**src/rtl/ysyx_25030093_pkg.sv**
```systemverilog
// Shared types and defaults for the inter-stage elastic buffers of the core.
// Latency: n/a (types and constants only).
// Backpressure: n/a.
//
// Contents: default buffer depth, the per-stage payload structs used to size
// DATA_W via $bits, and a helper giving the pointer width for a given depth.
package ysyx_25030093_pkg;

   localparam int unsigned STAGE_BUF_DEPTH = 2;

   // IFU -> IDU payload
   typedef struct packed {
      logic [31:0] pc;
      logic [31:0] inst;
   } if_id_t;

   // IDU -> EXU payload
   typedef struct packed {
      logic [31:0] pc;
      logic [31:0] inst;
      logic [31:0] rs1_val;
      logic [31:0] rs2_val;
      logic [31:0] imm;
      logic [4:0]  rd;
   } id_ex_t;

   // EXU -> WBU payload
   typedef struct packed {
      logic [31:0] pc;
      logic [31:0] result;
      logic [4:0]  rd;
      logic        wen;
   } ex_wb_t;

   // A single-entry buffer still needs a 1-bit pointer to index its array.
   function automatic int unsigned ptr_w(input int unsigned depth);
      return (depth > 1) ? $clog2(depth) : 1;
   endfunction

endpackage

```
**src/rtl/ysyx_25030093_buf_mem.sv**
```systemverilog
// Storage array for the stage buffer: DEPTH x DATA_W registers.
// Latency: write visible on the read port the cycle after we_i; read is combinational.
// Backpressure: none; the caller guarantees waddr_i/raddr_i stay below DEPTH.
//
// Ports: clk_i, we_i/waddr_i/wdata_i (synchronous write), raddr_i/rdata_o
// (asynchronous read). Contents are not reset; the owner masks stale data.
module ysyx_25030093_buf_mem
   import ysyx_25030093_pkg::*;
#(
   parameter int unsigned DATA_W = 64,
   parameter int unsigned DEPTH  = 2,
   parameter int unsigned PTR_W  = ptr_w(DEPTH)
) (
   input  logic              clk_i,
   input  logic              we_i,
   input  logic [PTR_W-1:0]  waddr_i,
   input  logic [DATA_W-1:0] wdata_i,
   input  logic [PTR_W-1:0]  raddr_i,
   output logic [DATA_W-1:0] rdata_o
);

   logic [DATA_W-1:0] mem_q [DEPTH];

   always_ff @(posedge clk_i) begin
      if (we_i) begin
         mem_q[waddr_i] <= wdata_i;
      end
   end

   assign rdata_o = mem_q[raddr_i];

endmodule

```
**src/rtl/ysyx_25030093_stage_buf.sv**
```systemverilog
// Elastic FIFO buffer between two pipeline stages with synchronous flush.
// Latency: push in cycle N is visible on out_* in N+1 (0 with the bypass build).
// Backpressure: in_ready depends only on registered occupancy; full blocks input even when popping.
//
// Ports: clk, rst (sync, active-high), flush; producer side in_valid/in_ready/
// in_data; consumer side out_valid/out_ready/out_data; count = stored entries.
// Build option YSYX_25030093_STAGE_BYPASS_EN: when empty and the consumer is
// ready, input passes straight to the output without being stored.
module ysyx_25030093_stage_buf
   import ysyx_25030093_pkg::*;
#(
   parameter int unsigned DATA_W = $bits(if_id_t),
   parameter int unsigned DEPTH  = STAGE_BUF_DEPTH,
   parameter int unsigned CNT_W  = $clog2(DEPTH + 1)
) (
   input  logic              clk,
   input  logic              rst,
   input  logic              flush,
   input  logic              in_valid,
   output logic              in_ready,
   input  logic [DATA_W-1:0] in_data,
   output logic              out_valid,
   input  logic              out_ready,
   output logic [DATA_W-1:0] out_data,
   output logic [CNT_W-1:0]  count
);

   localparam int unsigned      PTR_W    = ptr_w(DEPTH);
   localparam logic [PTR_W-1:0] PTR_LAST = PTR_W'(DEPTH - 1);
   localparam logic [CNT_W-1:0] CNT_FULL = CNT_W'(DEPTH);

   logic [PTR_W-1:0]  wr_ptr_q, wr_ptr_d;
   logic [PTR_W-1:0]  rd_ptr_q, rd_ptr_d;
   logic [CNT_W-1:0]  count_q, count_d;
   logic [DATA_W-1:0] head_data;
   logic              not_empty;
   logic              not_full;
   logic              bypass;
   logic              push;
   logic              pop;

   assign not_empty = (count_q != '0);
   assign not_full  = (count_q < CNT_FULL);

   // Held low through reset so the producer never sees a handshake that the
   // reset is about to discard.
   assign in_ready  = not_full && !rst;

`ifdef YSYX_25030093_STAGE_BYPASS_EN
   assign bypass    = !rst && !flush && !not_empty && in_valid && out_ready;
   assign out_valid = not_empty || bypass;
   assign out_data  = bypass    ? in_data   :
                      not_empty ? head_data : '0;
`else
   assign bypass    = 1'b0;
   assign out_valid = not_empty;
   assign out_data  = not_empty ? head_data : '0;
`endif

   // A bypassed transfer completes at the output, so it is never stored.
   assign push = in_valid && in_ready && !flush && !bypass;
   assign pop  = not_empty && out_ready && !flush;

   always_comb begin
      wr_ptr_d = wr_ptr_q;
      rd_ptr_d = rd_ptr_q;
      if (push) begin
         wr_ptr_d = (wr_ptr_q == PTR_LAST) ? '0 : wr_ptr_q + PTR_W'(1);
      end
      if (pop) begin
         rd_ptr_d = (rd_ptr_q == PTR_LAST) ? '0 : rd_ptr_q + PTR_W'(1);
      end
      count_d = count_q + CNT_W'(push) - CNT_W'(pop);
   end

   always_ff @(posedge clk) begin
      if (rst) begin
         wr_ptr_q <= '0;
         rd_ptr_q <= '0;
         count_q  <= '0;
      end else if (flush) begin
         // Storage is left as-is; zero count masks whatever it holds.
         wr_ptr_q <= '0;
         rd_ptr_q <= '0;
         count_q  <= '0;
      end else begin
         wr_ptr_q <= wr_ptr_d;
         rd_ptr_q <= rd_ptr_d;
         count_q  <= count_d;
      end
   end

   assign count = count_q;

   ysyx_25030093_buf_mem #(
      .DATA_W (DATA_W),
      .DEPTH  (DEPTH),
      .PTR_W  (PTR_W)
   ) u_mem (
      .clk_i   (clk),
      .we_i    (push),
      .waddr_i (wr_ptr_q),
      .wdata_i (in_data),
      .raddr_i (rd_ptr_q),
      .rdata_o (head_data)
   );

endmodule

```
**config.mk**
```make
export PLATFORM = sky130hd
export DESIGN_NAME = ysyx_25030093_stage_buf
export DESIGN_NICKNAME = d
export VERILOG_FILES = /design/src/rtl/ysyx_25030093_pkg.sv /design/src/rtl/ysyx_25030093_buf_mem.sv /design/src/rtl/ysyx_25030093_stage_buf.sv
export SDC_FILE = /design/constraint.sdc
export NUM_CORES = 1
export LEC_CHECK = 0
export ABC_AREA = 1
export BUFFER_PORTS_ARGS = -buffer_cell sky130_fd_sc_hd__clkbuf_2
export CAP_MARGIN = 10
export CORE_ASPECT_RATIO = 0.6
export CORE_MARGIN = 4
export CORE_UTILIZATION = 25
export CTS_BUF_LIST = sky130_fd_sc_hd__clkbuf_8
export DETAILED_ROUTE_END_ITERATION = 8
export GPL_TIMING_DRIVEN = 1
export PLACE_DENSITY_LB_ADDON = 0.08
export SLEW_MARGIN = 20
export SYNTH_ARGS = -nofsm -noshare
export SYNTH_HDL_FRONTEND = slang
export SYNTH_HIERARCHICAL = 1
export SYNTH_SLANG_ARGS = --single-unit
```
**constraint.sdc**
```tcl
create_clock -name clk -period 10 [get_ports clk]
set_input_delay 1 -clock clk [delete_from_list [all_inputs] [get_ports clk]]
set_output_delay 1 -clock clk [all_outputs]
set_load 0.05 [all_outputs]
```
==> results.md <==
* CTS tree: yes
* I/O pin cnt at 137
* Relative slew slack at approximately 34%
* Share of cells above drive strength 1 at 26.5%
* Total CTS buffers at 17
* CTS resizes at 0
* Synth Register Bits at 132
* P per Cell Area at around 170 mW/mm2
* Vias per Instance at slightly below 4
* CP max-delay cell: inv_2
* Post-Place Setup Slack at 6.55 ns
* Critical path fanouts, max at 33
* Outcome: completed
* Met3 GRT Util at 3.87%
* Setup TNS at 0 ns
* Final hold vios at 0
* Antenna Nets Post-Route at 0
* CP Class: reg2out
* RSZ-0062 raised after global routing: no
* Total power at 0.00115 W
* Drc violations at 0
* M2 GR Usage at 16.0%
* Initial Utilization at 25.8%
* Die area at 0.0245 mm2
* Post-Layout Cell Count at between 900 and 1000
* Drt wl/cell at 14.2 um
* Final GP Congestion at about 0.70
* Hold buffers post-CTS at 0
* Number of port buffers at 136
* CTS max path bufs at 2
* Postcts setup bufs at 0
* Worst path max stage delay at 0.48 ns
* Syn_nets at 584
* Number of synthesized flops with an enable pin at 128
* Top_reg_cell synth: edfxtp_1
* Most common cell in the netlist: nand2_1
* Clk_lat worst skew at between 0.4 and 0.5 ns
* Die Wd at 200 um
* Met1 Use GR at 16.1%
* Vias at 3684
* Critical path's most frequent cell: nand2_1
* Largest net degree at the start of global routing at 66
* Peak VDD IR at just over 0.07 mV
* Element type at the critical path start: flop
* P&R area growth vs syn at 23.4%
* Max Slew Vio Count at 0
* Initial DRC Count at ~170
* Max capacitance violation total at 0
* CP Data Arrival Time at 2.39 ns
* Sequential share of the synthesized area at 71.3%
* CTS Root Buffer Type: clkbuf_8
* CTS Sinks at 132
* Netlist cell types at 14
* Crit path cell chain: inv_2, buf_4, nand2_1, nand2_1, inv_1, nor2_1, clkbuf_2
* Area of the mapped netlist at 0.00550 mm2
* Drt pass-1 iters at 4
* Final worst slack at 6.61 ns
* Top cells by count, synth: nand2_1, edfxtp_1, inv_1, nor2_1, clkbuf_8
* Core area at 0.0213 mm2
* Number of instances in the placed design at a little over 900
* Hold Crit Class: reg2reg
* Fmax at 0.295 GHz
* Area share of the largest cell type after synthesis at between 60% and 70%
* Hpwl dp at between 8000 and 9000 um
* Fin nets at 725
* Initial antenna violation count at 1
* Setup violators final at 0
* Slew @ Worst Pin at ~0.99 ns
* Clock-pin slew on the worst setup and hold paths at 0.08 ns
* Leak Pwr at approximately 3.2 nW
* # fillers at 2234
* Number of cell rows at 41
* Post-synth top area cell: edfxtp_1
* Fin crit share at 33.9%
* Worst Reg-to-Reg Cells at 6
* Asr flop ratio synth at 0%
* Htree depth at 4
* Die height at ~120 um
* Global-route wire length before repair at 20500 um
* CP Capture Type: primary output
* Total track usage at 11.2%
* Clk_skew at ~0.012 ns
* WP data required at 9.00 ns
* Tmin final at 3.39 ns
* Layer with the highest usage: met1
* Antenna Cells at 0
* Hold Crit Depth at 2
* Synth Instances at 513
* Top cells by area, synth: edfxtp_1, nand2_1, inv_1, nor2_1, clkbuf_8
* Hold WS at 0.595 ns
* Avg Cell Area, Syn at 10.7 um2
* DRT Wirelength at about 13000 um
* Number of global-route vias before repair at 3695
* Yosys warns at 6
* Overflow after GRT at 0
==> per-stage QoR <==
| step | util, % | instance area [um2] |
|---|---|---|
| global route | 31.8 | 6790 |
| floorplan | - | 5500 |
| finish | 31.8 | 6790 |
| global placement | 30.0 | 6390 |
| detailed placement | 30.0 | 6390 |
| CTS | 31.8 | 6790 |
==> area by class of cell <==
class / instances / area (um2) / area share [%]
Sequential cell: 132 / 3930 / 57.8
Inverter: 78 / 293 / 4.31
Clock inverter: 15 / 165 / 2.43
Clock buffer: 17 / 234 / 3.44
Multi-Input combinational cell: 283 / 1100 / 16.2
Tap cell: 279 / 349 / 5.14
Timing Repair Buffer: 142 / 726 / 10.7
==> layer usage <==
metal	vias up	wire, um
met5	-	11
met4	2	131
met3	12	771
met2	80	5550
met1	1717	7000
li1	1873	-
==> power breakdown <==
part / switching, W / total, W / leakage [nW] / internal (W)
Clock: 0.000213 / 0.000457 / 0.208 / 0.000244
Sequential: 0.00000256 / 0.000620 / 1.20 / 0.000618
Combinational: 0.0000496 / 0.0000690 / 1.76 / 0.0000195
Total: 0.000265 / 0.00115 / 3.16 / 0.000881
==> cell families after synthesis <==
kind of cell,synth area share (%)
AO/OA/AOI/OAI,0.182
adder cells (fa/ha/maj),0.455
buffers and inverters,8.96
flip-flops,71.3
AND/OR/NAND/NOR,19.1
==> flip-flops by register name (all words and copies together) (netlist names) <==
name,count
u_mem/mem_q,128
rd_ptr_q,1
count,2
wr_ptr_q,1
==> cell usage in the layout, fill, tap and decap left out <==
master      count
dfxtp_2         1
nor2_1         73
buf_4           6
inv_2           2
nand3_1         3
clkbuf_8       17
nor3_1          1
clkbuf_2      136
nand2_1       200
nor2_4          2
edfxtp_1      128
clkinv_1        1
clkinv_2        5
a21oi_1         2
dfxtp_1         3
inv_1          77
clkinvlp_4      1
inv_6           1
clkinv_4        3
bufinv_16       3
ha_1            2
==> final timing paths <==
check | start | endpoint | slack, ns
hold / removal | wr_ptr_q | wr_ptr_q | 0.60
setup / recovery | rd_ptr_q | out_data[0] | 6.61
hold reg to reg | wr_ptr_q | wr_ptr_q | 0.60
setup reg to reg | count[1] | u_mem/mem_q[0][7] | 7.41
==> worst max-delay path, delay by kind of cell (launching register included) <==
| kind | cells | cell delay, ns |
|---|---|---|
| flip-flops | 1 | 0.32 |
| buffers and inverters | 4 | 1.31 |
| AND/OR/NAND/NOR | 3 | 0.34 |
(Power assumes the default switching activity.)
